## src/rtl/onewire_pkg.sv

```systemverilog
`default_nettype none
// ============================================================================
//  Module      : onewire_pkg
//  Description : Shared 1-Wire definitions: bit-slot state encoding and the
//                default slot timing (in clock cycles) used by the byte engine
//                and the reset/presence block.
//  Revision    : 1.0 - initial release
// ============================================================================
package onewire_pkg;

    // Bit-slot engine states, explicitly 2 bits wide
    typedef enum logic [1:0] {
        ST_IDLE    = 2'd0,
        ST_LOW     = 2'd1,
        ST_RELEASE = 2'd2,
        ST_REC     = 2'd3
    } ow_state_t;

    // Default slot timing, in clock cycles
    localparam int c_T_SLOT   = 60;   // slot length from start of low pulse
    localparam int c_T_LOW0   = 60;   // low time for a write-0
    localparam int c_T_LOW1   = 6;    // low time for a write-1 / read slot
    localparam int c_T_SAMPLE = 14;   // read sample point (incl. synchroniser)
    localparam int c_T_REC    = 11;   // recovery after each slot
    localparam int c_T_RSTL   = 480;  // reset pulse low time
    localparam int c_T_PDWAIT = 70;   // wait before sampling presence

endpackage
`default_nettype wire

```

## src/rtl/onewire_sync.sv

```systemverilog
`default_nettype none
// ============================================================================
//  Module      : onewire_sync
//  Description : Two-flop synchroniser bringing the asynchronous open-drain
//                bus level into the clk domain. Resets to the idle (released,
//                high) bus level so no false low is seen after reset.
//  Revision    : 1.0 - initial release
// ============================================================================
module onewire_sync #(
    parameter logic RESET_VAL = 1'b1
) (
    input  logic clk,
    input  logic rst,
    input  logic i_async,
    output logic o_sync
);

    logic r_meta;
    logic r_sync;

    // Two-stage capture of the raw bus level
    always_ff @(posedge clk) begin
        if (rst) begin
            r_meta <= RESET_VAL;
            r_sync <= RESET_VAL;
        end else begin
            r_meta <= i_async;
            r_sync <= r_meta;
        end
    end

    assign o_sync = r_sync;

endmodule
`default_nettype wire

```

## src/rtl/onewire_byte_engine.sv

```systemverilog
`default_nettype none
// ============================================================================
//  Module      : onewire_byte_engine
//  Description : 1-Wire bit-slot engine. Writes tx_data or reads NBITS bits,
//                LSB first, with cycle-programmable slot timing. Drives the
//                pad's open-drain enable and samples the synchronised bus.
//  Revision    : 1.0 - initial release
// ============================================================================
module onewire_byte_engine
    import onewire_pkg::*;
#(
    parameter int NBITS    = 8,
    parameter int T_SLOT   = c_T_SLOT,
    parameter int T_LOW0   = c_T_LOW0,
    parameter int T_LOW1   = c_T_LOW1,
    parameter int T_SAMPLE = c_T_SAMPLE,
    parameter int T_REC    = c_T_REC
) (
    input  logic             clk,
    input  logic             rst,
    input  logic             start,
    input  logic             rd_mode,
    input  logic [NBITS-1:0] tx_data,
    output logic             busy,
    output logic             done,
    output logic [NBITS-1:0] rx_data,
    output logic             master_pull_low,
    input  logic             bus
);

    // The slot counter covers both the slot and the recovery phase
    localparam int c_SC_MAX = (T_SLOT > T_REC) ? T_SLOT : T_REC;
    localparam int c_SC_W   = (c_SC_MAX > 1) ? $clog2(c_SC_MAX) : 1;
    localparam int c_BI_W   = (NBITS > 1) ? $clog2(NBITS) : 1;

    localparam logic [c_SC_W-1:0] c_SLOT_LAST = c_SC_W'(T_SLOT - 1);
    localparam logic [c_SC_W-1:0] c_LOW0_LAST = c_SC_W'(T_LOW0 - 1);
    localparam logic [c_SC_W-1:0] c_LOW1_LAST = c_SC_W'(T_LOW1 - 1);
    localparam logic [c_SC_W-1:0] c_SAMPLE_AT = c_SC_W'(T_SAMPLE);
    localparam logic [c_SC_W-1:0] c_REC_LAST  = c_SC_W'(T_REC - 1);
    localparam logic [c_BI_W-1:0] c_BI_LAST   = c_BI_W'(NBITS - 1);
    // A write-0 that fills the whole slot skips the RELEASE phase
    localparam logic              c_LOW0_FULL = (T_LOW0 == T_SLOT);

    ow_state_t          r_state;
    ow_state_t          w_state_nxt;
    logic [c_SC_W-1:0]  r_sc;
    logic [c_BI_W-1:0]  r_bi;
    logic [NBITS-1:0]   r_tx_shift;
    logic [NBITS-1:0]   r_rx_shift;
    logic [NBITS-1:0]   r_rx_data;
    logic [NBITS-1:0]   w_rx_shifted;
    logic               r_rd_mode;
    logic               r_mpl;
    logic               r_done;
    logic               w_bus_sync;
    logic               w_accept;
    logic               w_sc_clr;
    logic               w_next_bit;
    logic               w_finish;
    logic               w_write0;
    logic [c_SC_W-1:0]  w_tlow_last;
    logic               w_sample;

    onewire_sync #(
        .RESET_VAL (1'b1)
    ) u_sync (
        .clk     (clk),
        .rst     (rst),
        .i_async (bus),
        .o_sync  (w_bus_sync)
    );

    // State register
    always_ff @(posedge clk) begin
        if (rst) begin
            r_state <= ST_IDLE;
        end else begin
            r_state <= w_state_nxt;
        end
    end

    // Next-state and slot-counter control
    always_comb begin
        w_state_nxt = r_state;
        w_accept    = 1'b0;
        w_sc_clr    = 1'b0;
        w_next_bit  = 1'b0;
        w_finish    = 1'b0;
        w_write0    = !r_rd_mode && !r_tx_shift[0];
        w_tlow_last = w_write0 ? c_LOW0_LAST : c_LOW1_LAST;
        case (r_state)
            ST_IDLE: begin
                w_sc_clr = 1'b1;
                if (start) begin
                    w_accept    = 1'b1;
                    w_state_nxt = ST_LOW;
                end
            end
            ST_LOW: begin
                if (r_sc == w_tlow_last) begin
                    if (w_write0 && c_LOW0_FULL) begin
                        w_state_nxt = ST_REC;
                        w_sc_clr    = 1'b1;
                    end else begin
                        w_state_nxt = ST_RELEASE;
                    end
                end
            end
            ST_RELEASE: begin
                if (r_sc == c_SLOT_LAST) begin
                    w_state_nxt = ST_REC;
                    w_sc_clr    = 1'b1;
                end
            end
            ST_REC: begin
                if (r_sc == c_REC_LAST) begin
                    w_sc_clr = 1'b1;
                    if (r_bi == c_BI_LAST) begin
                        w_finish    = 1'b1;
                        w_state_nxt = ST_IDLE;
                    end else begin
                        w_next_bit  = 1'b1;
                        w_state_nxt = ST_LOW;
                    end
                end
            end
            default: begin
                w_state_nxt = ST_IDLE;
                w_sc_clr    = 1'b1;
            end
        endcase
    end

    // Read sample point sits inside the slot, past the end of the low pulse
    assign w_sample     = r_rd_mode && (r_state == ST_LOW || r_state == ST_RELEASE)
                          && (r_sc == c_SAMPLE_AT);
    // LSB-first reception: new bit enters at the MSB, word shifts right
    assign w_rx_shifted = (r_rx_shift >> 1) | (NBITS'(w_bus_sync) << (NBITS - 1));

    // Datapath: slot counter, shift registers, registered bus drive and done
    always_ff @(posedge clk) begin
        if (rst) begin
            r_sc       <= '0;
            r_bi       <= '0;
            r_tx_shift <= '0;
            r_rx_shift <= '0;
            r_rx_data  <= '0;
            r_rd_mode  <= 1'b0;
            r_mpl      <= 1'b0;
            r_done     <= 1'b0;
        end else begin
            r_sc   <= w_sc_clr ? '0 : r_sc + c_SC_W'(1);
            r_mpl  <= (w_state_nxt == ST_LOW);
            r_done <= w_finish;
            if (w_accept) begin
                r_tx_shift <= tx_data;
                r_rd_mode  <= rd_mode;
                r_bi       <= '0;
            end else if (w_next_bit) begin
                r_tx_shift <= r_tx_shift >> 1;
                r_bi       <= r_bi + c_BI_W'(1);
            end
            if (w_sample) begin
                r_rx_shift <= w_rx_shifted;
            end
            if (w_finish && r_rd_mode) begin
                r_rx_data <= r_rx_shift;
            end
        end
    end

    assign busy            = (r_state != ST_IDLE);
    assign done            = r_done;
    assign rx_data         = r_rx_data;
    assign master_pull_low = r_mpl;

endmodule
`default_nettype wire

```

## config.mk

```make
export PLATFORM = sky130hd
export DESIGN_NAME = onewire_byte_engine
export DESIGN_NICKNAME = d
export VERILOG_FILES = /design/src/rtl/onewire_pkg.sv /design/src/rtl/onewire_sync.sv /design/src/rtl/onewire_byte_engine.sv
export SDC_FILE = /design/constraint.sdc
export NUM_CORES = 1
export LEC_CHECK = 0
export CAP_MARGIN = 10
export CORE_UTILIZATION = 50
export DETAILED_ROUTE_END_ITERATION = 6
export GPL_TIMING_DRIVEN = 0
export PLACE_DENSITY = 0.74
export SLEW_MARGIN = 30
export SYNTH_ARGS = -nofsm -noshare
export SYNTH_HDL_FRONTEND = slang
export SYNTH_SLANG_ARGS = --single-unit
```

## constraint.sdc

```tcl
create_clock -name clk -period 3.15 [get_ports clk]
set_input_delay 0.315 -clock clk [delete_from_list [all_inputs] [get_ports clk]]
set_output_delay 0.315 -clock clk [all_outputs]
set_load 0.005 [all_outputs]
```

# ---- Yosys cells after proc, flatten, opt, wreduce, memory -nomap -nowiden
# Cells that the tools add are included.
# W data, S select, Z words.
dict set report classes {
  n_eq_ne 9
  reduce_logical 12
  multipliers 0
  n_div 0
  shifts 0
  n_bitwise 1
  n_addsub 2
  mux 23
  magnitude_cmp 0
}
# operator count
set op_table {}
lappend op_table {{$mux W8} 2}
lappend op_table {{$mux W1} 14}
lappend op_table {{$eq A6 B4 Y1 const B} 2}
lappend op_table {{$mux W2} 4}
lappend op_table {{$or A7 B8 Y8} 1}
lappend op_table {{$pmux W2 S4} 1}
lappend op_table {{$add A6 B1 Y6 const B} 1}
lappend op_table {{$eq A6 B6 Y1} 1}
lappend op_table {{$eq A6 B6 Y1 const B} 1}
lappend op_table {{$mux W6} 1}
lappend op_table {{$eq A2 B1 Y1 const B} 2}
lappend op_table {{$eq A2 B2 Y1 const B} 2}
lappend op_table {{$logic_and A1 B1 Y1} 4}
lappend op_table {{$pmux W1 S4} 1}
lappend op_table {{$reduce_bool A2 Y1} 2}
lappend op_table {{$reduce_or A2 Y1} 2}
lappend op_table {{$add A3 B1 Y3 const B} 1}
lappend op_table {{$eq A3 B3 Y1 const B} 1}
lappend op_table {{$logic_not A1 Y1} 2}
lappend op_table {{$logic_not A2 Y1} 1}
lappend op_table {{$logic_or A1 B1 Y1} 1}
dict set report word_totals {
  n_memories 0
  latchBits 0
  out_inout_bits 11
  register_bits 40
  ram_bits 0
  rom_bits 0
}

# ---- Longest topological paths before layout
# Gate-level depths: netlist (run 1).
dict set report logic_depth {
  word_depth 7
  mapped_depth 8
  mapped_depth_nobuf 7
}

# ---- By module
# A second synthesis (run 1) with hierarchy kept.
dict set report hier_totals {
  hier_cells 184
  hier_area_um2 1808.0
}
# module cells_each instances area_per_inst_um2
set by_module_without_submodules {}
lappend by_module_without_submodules {onewire_byte_engine 180 1 1755.4}
lappend by_module_without_submodules {onewire_sync 4 1 52.6}

# ---- Worst setup path after synthesis (run 1)
# No wires, ideal clock.
dict set report synth_timing {
  path_type {register to register}
  startpoint {reg r_sc[0]}
  endpoint {reg r_bi[1]}
  slack_ns 1.333
  required_ns 3.014
  path_stages_with_launch 9
  arrival_time_ns 1.681
  path_cell_list {dfxtp_1 inv_1 ha_1 nor3b_2 and2_2 nor3b_4 buf_6 mux2i_1 nor3_2}
}
dict set report synth_between {
  elab_chain_len 3
}
# element line_no
set synth_lines {}
lappend synth_lines {{start: declaration} onewire_byte_engine.sv:47} ;# logic [c_SC_W-1:0] r_sc;
lappend synth_lines {{start signal: assignment} onewire_byte_engine.sv:153} ;# r_sc <= w_sc_clr ? '0 : r_sc + c_SC_W'(1);
lappend synth_lines {{$eq A6 B4 Y1} onewire_byte_engine.sv:117} ;# if (r_sc == c_REC_LAST) begin
lappend synth_lines {{$mux W1} onewire_byte_engine.sv:117}
lappend synth_lines {{$mux W1} onewire_byte_engine.sv:92} ;# case (r_state)
lappend synth_lines {{end signal: assignment} onewire_byte_engine.sv:162} ;# r_bi <= r_bi + c_BI_W'(1);
lappend synth_lines {{end: declaration} onewire_byte_engine.sv:48} ;# logic [c_BI_W-1:0] r_bi;
# No other way between the ends.
# A chain may end at the register's enable or synchronous reset.

# ---- Worst setup path in the final report (run 1)
dict set report layout_timing {
  startpoint {reg r_state[0]}
  endpoint {reg r_tx_shift[5]}
}
dict set report layout_between {
  elab_chain_len 3
}
# element line_no
set layout_lines {}
lappend layout_lines {{start: declaration} onewire_byte_engine.sv:45} ;# ow_state_t r_state;
lappend layout_lines {{start signal: assignment} onewire_byte_engine.sv:79} ;# r_state <= w_state_nxt;
lappend layout_lines {{$eq A2 B2 Y1 or $logic_not A2 Y1 (tied branches)} onewire_byte_engine.sv:92}
lappend layout_lines {{$mux W1} onewire_byte_engine.sv:92}
lappend layout_lines {{$reduce_bool A2 Y1 (no line) or $mux W8 (tied branches)} -}
lappend layout_lines {{end signal: assignment} onewire_byte_engine.sv:157} ;# r_tx_shift <= tx_data;
lappend layout_lines {{end signal: assignment} onewire_byte_engine.sv:161} ;# r_tx_shift <= r_tx_shift >> 1;
lappend layout_lines {{end: declaration} onewire_byte_engine.sv:49} ;# logic [NBITS-1:0] r_tx_shift;
# Several ways; a longest one is shown, not always the timed one.

==> run metrics, run 1 <==
combinational share of power=0.107; final worst slack=about 0.99 ns; Sw Share=0.253; Synth cell types=38; Slew Viols, Final=0; met1 Use GR=0.261; Hold/Removal Path Class=input port to register; die width=about 62 µm; busiest grt layer=met2; CTS-repair resized insts=0; Post-CTS Setup Repair Bufs=0; Commonest cells post-synth=dfxtp_1 (40), nor2_1 (38), mux2i_1 (19); post-DR vias/cell=5.35; Mapped Area=around 1800 µm²; Power Density=around 460 nW/µm²; vias in the first global route=1,309; maximum clock path buffer count=2; CTS clk-pin slew, worst paths=0.13 ns; Power, Total=around 1 mW; YS warnings=0; grt ovf=0; Post-Synthesis Cells=between 150 and 200; Slowest-stage cell, CP=clkbuf_1; top-count cell post-synth=dfxtp_1; share of the synthesized area in the top cell type=0.442; Starting DRT DRC Count=between 50 and 60; register share of total power=0.538; largest net degree at the start of global routing=15; pre-CTS WS=0.843 ns; clock root cell=clkbuf_4; average size of a mapped cell=9.79 µm²; Final Cell Area=~2200 µm²; CP Launch Point=r_state[0]; final setup vio count=0; Leakage=~0.83 nW; Nets=~240; CTS tree=yes; drc violations=0; Int Power=between 0.7 and 0.8 mW; Final ANT Viol Nets=0; Clock Skew=about 0.0084 ns; share of layout cells above drive strength 1=0.126; Cell Area, Placed=roughly 2100 µm²; via count=~1,400; worst-path fanout max=10; DIE AREA=around 3900 µm²; DP Wirelength=between 2000 and 2500 µm; Buffers on Ports=22; fmax=about 460 MHz; switching pwr=0.250 mW; clk sinks=40; Starting Density=0.530; hold path start=rst; Critical Path, Cell by Cell=inv_1 -> ha_1 -> and2_1 -> clkbuf_1 -> clkbuf_1 -> nor2_1 -> a2111oi_2; Core ar.=roughly 3400 µm²; most numerous cell on the critical path=clkbuf_1; peak supply drop=a little under 0.0003 V; DIE HEIGHT=between 60 and 70 µm; Tmin final=between 2 and 2.5 ns; total CTS buffers=5; outcome=finished clean; worst-margin pin slew=roughly 0.62 ns; Setup crit start kind=register; clock latency on the worst-skew pair=about 0.36 ns; Worst EP required=approximately 3.4 ns; Crit Path Class=register to register; RD Place Congestion=about 0.84; first-pass GRT wire length=around 6100 µm; TNS Setup=0 ns; final period utilization=0.685; number of flops mapped to enable cells by yosys=0; hold_buf cts=0; post-synth top area cell=dfxtp_1; FF+latch count, synth=40; RSZ-0062 raised after global routing=no; Arr. time, crit path=about 2.4 ns; WL/cell=12.9 µm; Max H-tree Level=2; element type at the critical path end=register; met2 GRT Util=0.326; hold_ws=a little over 0.4 ns; Main synth FF type=dfxtp_1; GRT Util Overall=0.202; max_cap viols=0; Critical Path Max Stage Delay=between 0.4 and 0.5 ns; DR pass1 iterations=4; drt total wl=approximately 3400 µm; post-synthesis async set-or-reset flop share=0; M3 GR Usage=0.0349; area grow syn2layout=20.0%; sequential fraction of the synthesis area=0.442; Ports=24; Ant. Diodes=0; FF-to-FF Start=r_state[0]; initial antenna violation count=0; FP Rows=21; syn nets=just over 200; Rel. slew slack=0.586; Fin. Hold Viols=0; clock group share of total power=0.355; Area contributors post-synth=dfxtp_1 (44%), mux2i_1 (10%), nor2_1 (7.9%)
[cell usage in the layout, fill, tap and decap left out, types with 5 or more instances in the layout]
master           instances
ha_1                     9
mux2i_1                 19
clkbuf_4                 5
nor2_1                  38
dfxtp_1                 40
nand3_1                  5
clkbuf_1                 6
nor3_1                   7
clkdlybuf4s50_1         22
a2111oi_2                7
inv_1                    5
nand2_1                  8
[stage by stage]
stage | util | std cells
after floorplan | - | 185
after global placement | 0.612 | 253
after detailed placement | 0.612 | 253
after CTS | 0.636 | 261
after global routing | 0.636 | 261
final | 0.636 | 261
[worst max-delay path, delay by kind of cell, from the launching register on]
kind,cells,cell delay [ns]
AOI/OAI and AO/OA,1,0.39
buffers and inverters,3,0.83
and+or+nand+nor,2,0.25
DFF,1,0.38
adders and majority gates,1,0.19
[layer usage]
metal,vias up,wire length [µm],part of all wire
met1,644,1550,0.46
met2,38,1600,0.48
met3,8,153,0.046
li1,707,-,-
met5,-,0,0
met4,0,52,0.015
[power groups by stage]
stage | registers, mW | logic, mW | clock network (mW)
2_1_floorplan | 0.542 | 0.0704 | 0
3_3_place_gp | 0.544 | 0.102 | 0
3_5_place_dp | 0.545 | 0.106 | 0
4_1_cts | 0.534 | 0.107 | 0.364
5_1_grt | 0.536 | 0.118 | 0.389
6_report | 0.534 | 0.106 | 0.352
[path summary, 6_finish.rpt]
check                                     end  slack (ns)  cells after the start
worst max-delay path            r_tx_shift[5]        0.99                      7
worst min-delay path            r_tx_shift[1]        0.41                      2
worst max register to register  r_tx_shift[5]        0.99                      7
worst min register to register  u_sync.o_sync        0.43                      1
[logic make-up (layout without fill, tap and decap cells)]
kind of cell,count (synthesis),in the layout,share of synthesized area
buf+inv,13,43,0.0318
compound gates,20,20,0.106
mux,19,19,0.105
simple gates,80,80,0.233
flops,40,40,0.442
xor+xnor,4,4,0.0193
fa+ha+maj,9,9,0.0622
[state kept, by name, indices dropped and copies added (netlist names)]
signal,count
r_rx_shift,8
r_tx_shift,8
rx_data,8
r_sc,6
r_bi,3
r_state,2
done,1
master_pull_low,1
r_rd_mode,1
u_sync.o_sync,1
u_sync.r_meta,1
[final cells by class]
cell class	instances	area, µm²
buffer	8	38.8
inverter	5	18.8
multi-input combinational	132	953
tap	46	57.6
clock buffer	5	37.5
sequential	40	801
fill	312	1240
timing repair buffer	22	220
clock inverter	3	46.3
Note: power is estimated with default switching activity, not from simulation.
==> inputs of run 2 (changes only) <==
--- a/config.mk
+++ b/config.mk
@@ -6,7 +6,7 @@
 export NUM_CORES = 1
 export LEC_CHECK = 0
 export CAP_MARGIN = 10
-export CORE_UTILIZATION = 50
+export CORE_UTILIZATION = 48
 export DETAILED_ROUTE_END_ITERATION = 6
 export GPL_TIMING_DRIVEN = 0
 export PLACE_DENSITY = 0.74
==> constraint.sdc (replaced) <==
create_clock -name clk -period 1.9 [get_ports clk]
set_input_delay 0.19 -clock clk [delete_from_list [all_inputs] [get_ports clk]]
set_output_delay 0.19 -clock clk [all_outputs]
set_load 0.005 [all_outputs]
==> run 2 against run 1 <==
Compared with the run above:
- power is 90% higher
- sequential share of layout area is 3.0 points lower
- utilization is 5.3 points higher
- largest power group unchanged
==> run metrics, run 2 (synthesis gave the netlist of run 1 again) <==
Slew Viols, Final=0 (unchanged); DIE AREA=4020 µm² (+4.0%); die width=63.4 µm (+2.0%); Starting DRT DRC Count=61 (+13%); TNS Setup=0 ns (unchanged); Crit Path Class=register to register; Arr. time, crit path=1.98 ns (-0.43 ns); Power Density=786 nW/µm² (+72%); DIE HEIGHT=63.4 µm (+2.0%); drt total wl=3660 µm (+8.8%); Ports=24 (unchanged); drc violations=0 (unchanged); largest net degree at the start of global routing=13 (-2); Ant. Diodes=0 (unchanged); first-pass GRT wire length=6100 µm (+0.23%); element type at the critical path end=register; Rel. slew slack=0.586 (+0.000616); fmax=549 MHz (+18%); maximum clock path buffer count=2 (unchanged); most numerous cell on the critical path=nor3b_4; Filler Cells Inserted=281 (-9.9%); clk sinks=40 (unchanged); Critical Path Max Stage Delay=0.37 ns (-0.07 ns); outcome=finished clean; clock root cell=clkbuf_8; area grow syn2layout=32.0%; most frequent cells in the layout=nor2_1 (38), dfxtp_1 (37), clkdlybuf4s50_1 (22); Fin. Hold Viols=0 (unchanged); Buffers on Ports=22 (unchanged); initial antenna violation count=0 (unchanged); DR pass1 iterations=4 (unchanged); FP Rows=21 (unchanged); post-DR vias/cell=5.40 (+0.92%); DP Wirelength=2450 µm (-0.60%); RD Place Congestion=0.853 (+1.9%); hold_buf cts=0 (unchanged); Slowest-stage cell, CP=dfxtp_4; Max H-tree Level=2 (unchanged); share of layout cells above drive strength 1=0.202 (+0.0762); worst-path fanout max=6 (-4); CTS clk-pin slew, worst paths=0.08 ns (-0.05 ns); Starting Density=0.522 (-0.00804); Final ANT Viol Nets=0 (unchanged); Nets=245 (+3.8%); Worst EP required=2.06 ns (-1.35 ns); final setup vio count=0 (unchanged); vias in the first global route=1,403 (+7.2%); via count=1,453 (+4.0%); peak supply drop=0.000569 V (+97%); worst-margin pin slew=0.620 ns (-0.000924 ns); final worst slack=0.0786 ns (-0.915 ns); GRT Util Overall=0.193 (-0.00835); grt ovf=0 (unchanged); Hold/Removal Path Class=input port to register; Critical Path, Cell by Cell=inv_4 -> ha_4 -> nor3b_4 -> and2_4 -> nor3b_4 -> buf_6 -> buf_12 -> mux2i_2 -> nor3_2; total CTS buffers=5 (unchanged); CTS tree=yes; Leakage=0.927 nW (+12%); Core ar.=3470 µm² (+1.5%); Clock Skew=0.00962 ns (+0.00123 ns); Tmin final=1.82 ns (-0.335 ns); pre-CTS WS=-0.236 ns (-1.08 ns); max_cap viols=0 (unchanged); most common cell after layout, fill and taps aside=nor2_1; Setup crit start kind=register; final period utilization=0.959 (+0.274); WL/cell=13.6 µm (+5.6%); clock latency on the worst-skew pair=0.29 ns (-0.07 ns)
## run 2: changes by cell type in the layout (fill, tap and decap cells not counted), sizes merged
cell      change
inv           -1
clkinvlp      -1
buf          +10
bufinv        +1
clkbuf        -1
## run 2: through the flow
step | power [mW] | hold slack (ns) | instances | instance area (µm²) | util
global route | 1.95 | 0.392 | 269 | 2390 | 0.689
global placement | 1.07 | 0.394 | 253 | 2090 | 0.602
finish | 1.88 | 0.350 | 269 | 2390 | 0.689
detailed placement | 1.08 | 0.417 | 253 | 2090 | 0.602
CTS | 1.88 | 0.373 | 264 | 2260 | 0.653
floorplan | 1.02 | 0.294 | 185 | 1810 | -
## run 2: final timing paths
check                     start  slack (ns)  depth (start not counted)       endpoint
setup / recovery        r_sc[0]        0.08                          9        r_bi[1]
hold / removal              rst        0.35                          2  r_tx_shift[2]
hold reg to reg   u_sync.r_meta        0.44                          1  u_sync.o_sync
setup reg to reg        r_sc[0]        0.08                          9        r_bi[1]
## run 2: worst max-delay path, delay by kind of cell, from the launching register on
family | cells | cell delay [ns]
and+or+nand+nor | 4 | 0.65
buffers and inverters | 3 | 0.32
DFF | 1 | 0.37
muxes | 1 | 0.24
adders and majority gates | 1 | 0.11
## run 2: what timing repair did
action                                  in CTS  in global routing
buffers inserted                             4                  5
resized for setup                            5                 21
cloned                                       0                  0
endpoints found under the setup margin      21                 25
pin swaps                                    0                  5
## run 2: routing by layer
layer / up-vias / global-route usage / share of wire
met5: - / 0 / 0
met4: 0 / 0.0795 / 0.014
met3: 8 / 0.0562 / 0.046
met2: 47 / 0.328 / 0.49
met1: 678 / 0.225 / 0.45
li1: 720 / - / -
## run 2: cell type report
| cell class | count | area (µm²) | share of cell area |
|---|---|---|---|
| sequential | 40 | 810 | 0.339 |
| clock inverter | 2 | 60.1 | 0.0251 |
| buffer | 8 | 52.6 | 0.0220 |
| inverter | 5 | 21.3 | 0.00890 |
| clock buffer | 5 | 68.8 | 0.0288 |
| multi-input combinational | 132 | 1010 | 0.424 |
| timing repair buffer | 31 | 308 | 0.129 |
| tap | 46 | 57.6 | 0.0241 |
## run 2: report_power, final
group	internal, mW	leakage [nW]	total [mW]	switching (mW)
clock	0.517	0.0642	0.803	0.286
combinational	0.0920	0.535	0.190	0.0981
sequential	0.864	0.327	0.887	0.0227
total	1.47	0.927	1.88	0.407
==> inputs of run 3 (changes only) <==
--- a/config.mk
+++ b/config.mk
@@ -6,6 +6,7 @@
 export NUM_CORES = 1
 export LEC_CHECK = 0
 export CAP_MARGIN = 10
+export CORE_MARGIN = 1.5
 export CORE_UTILIZATION = 48
 export DETAILED_ROUTE_END_ITERATION = 6
 export GPL_TIMING_DRIVEN = 0
==> run 3 against run 2 <==
Compared with the run above:
- the run now ends with setup timing left
- critical path depth is the same
- register-to-register slack worse by 0.08 ns
- power is 4.8% lower
- largest power group unchanged
==> run metrics, run 3 (synthesis gave the netlist of run 1 again) <==
DR pass1 iterations=4 (unchanged); grt ovf=0 (unchanged); total CTS buffers=5 (unchanged); FF-to-FF Start=r_sc[0]; worst-path fanout max=9 (+3); Leakage=0.933 nW (+0.66%); DIE AREA=4150 µm² (+3.2%); WL/cell=14.5 µm (+6.8%); die width=64.4 µm (+1.6%); peak supply drop=0.000558 V (-1.9%); Clock Skew=0.00655 ns (-0.00307 ns); Hold Crit Depth=2 (unchanged); initial antenna violation count=0 (unchanged); first-pass GRT wire length=6130 µm (+0.57%); Rel. slew slack=0.590 (+0.00385); hold path start=rst; Hold/Removal Path Class=input port to register; FP Rows=22 (+4.8%); final worst slack=-0.00622 ns (-0.0848 ns); failing checks=setup timing; Ports=24 (unchanged); drc violations=0 (unchanged); outcome=finished with violations; final period utilization=1.00 (+0.0446); GRT Util Overall=0.192 (-0.00145); drt total wl=3960 µm (+8.3%); Buffers on Ports=22 (unchanged); Filler Cells Inserted=292 (+3.9%); Arr. time, crit path=2.07 ns (+0.09 ns); RSZ-0062 raised after global routing=yes; via count=1,480 (+1.9%); CTS clk-pin slew, worst paths=0.08 ns (about the same); Power Density=746 nW/µm² (-5.2%); Slew Viols, Final=0 (unchanged); clock root cell=clkbuf_8; Fin. Hold Viols=0 (unchanged); TNS Setup=-0.00622 ns (-0.00622 ns); clk sinks=40 (unchanged); pre-CTS WS=-0.252 ns (-0.0169 ns); max_cap viols=0 (unchanged); Crit Path Class=register to register; DP Wirelength=2570 µm (+4.9%); maximum clock path buffer count=2 (unchanged); hold_buf cts=0 (unchanged); RD Place Congestion=0.878 (+2.9%); Tmin final=1.91 ns (+0.0848 ns); element type at the critical path end=register; number of cells on the worst reg-to-reg path=9 (unchanged); Ant. Diodes=0 (unchanged); Worst EP required=2.06 ns (about the same); Post-Route Utilization=0.660 (-0.0289); most frequent cells in the layout=nor2_1 (38), dfxtp_1 (36), clkdlybuf4s50_1 (22); WHS Endpoint=r_tx_shift[3]; share of layout cells above drive strength 1=0.227 (+0.0249); largest net degree at the start of global routing=15 (+2); clock latency on the worst-skew pair=0.29 ns (about the same); DIE HEIGHT=64.4 µm (+1.6%); vias in the first global route=1,422 (+1.4%); reg2reg setup slack=-0.006 ns (-0.08 ns); post-DR vias/cell=5.42 (+0.37%); Setup crit start kind=register; Starting DRT DRC Count=60 (-1.6%); area grow syn2layout=32.5%; Nets=246 (+0.41%); Starting Density=0.499 (-0.0237); fmax=525 MHz (-4.4%); Core ar.=3630 µm² (+4.8%); Max H-tree Level=2 (unchanged); Crit Reg-Reg Endpoint=r_bi[2]; CTS tree=yes; Final ANT Viol Nets=0 (unchanged); worst-margin pin slew=0.615 ns (-0.00577 ns); most common cell after layout, fill and taps aside=nor2_1; final setup vio count=1 (+1)
run 3: changes by cell type in the layout (fill, tap and decap cells not counted), sizes merged:
cell and delta:
buf -1, bufinv -1, clkbuf +2, clkinv +2
run 3: area by class of cell:
type / instances / area [µm²] / share of cell area
timing repair buffer: 32 / 329 / 0.137
inverter: 5 / 21.3 / 0.00886
tap: 48 / 60.1 / 0.0250
buffer: 8 / 52.6 / 0.0219
clock inverter: 3 / 47.5 / 0.0198
clock buffer: 5 / 68.8 / 0.0287
multi-input combinational: 132 / 1010 / 0.421
sequential: 40 / 811 / 0.338
run 3: worst max-delay path by stage:
stage | from | to | slack (ns) | cells past startpoint
2_1_floorplan | r_sc[0] | r_bi[1] | 0.08 | 8
3_3_place_gp | start | r_tx_shift[5] | -0.20 | 6
3_5_place_dp | start | r_tx_shift[2] | -0.25 | 6
4_1_cts | r_sc[0] | r_bi[1] | 0.01 | 9
5_1_grt | r_sc[0] | r_bi[2] | -0.11 | 9
6_report | r_sc[0] | r_bi[2] | -0.006 | 9
run 3: through the flow:
stage	hold WS, ns	instance area, µm²	std cells	total power [mW]
detailed placement	0.404	2090	255	1.08
floorplan	0.294	1810	185	1.02
global route	0.388	2400	273	1.86
finish	0.381	2400	273	1.79
global placement	0.396	2090	255	1.07
CTS	0.369	2250	265	1.78
run 3: repair_timing:
item | CTS | global route
gates resized for setup | 8 | 18
buffers inserted | 2 | 7
setup endpoints to repair | 21 | 15
pin swaps | 0 | 8
endpoints found under the hold margin | 0 | 0
cloned | 0 | 1
run 3: metal layers:
metal	track usage	up-vias	routed length [µm]	part of all wire
met4	0.0691	0	15	0.0038
met5	0	-	0	0
met1	0.209	691	1620	0.41
met3	0.0538	2	264	0.067
met2	0.353	54	2060	0.52
li1	-	733	-	-
run 3: report_power, final:
group / total [mW] / switching [mW] / internal (mW)
combinational: 0.199 / 0.105 / 0.0935
clock: 0.703 / 0.307 / 0.395
sequential: 0.888 / 0.0236 / 0.864
run 3: critical path, cell delays in order, from the launching register on:
cell and delay, ns:
dfxtp_4 0.36, inv_4 0.05, ha_4 0.12, nor3b_4 0.19, and2_4 0.17, nor3b_4 0.29, buf_12 0.17, buf_12 0.13
mux2i_2 0.24, nor3_2 0.05
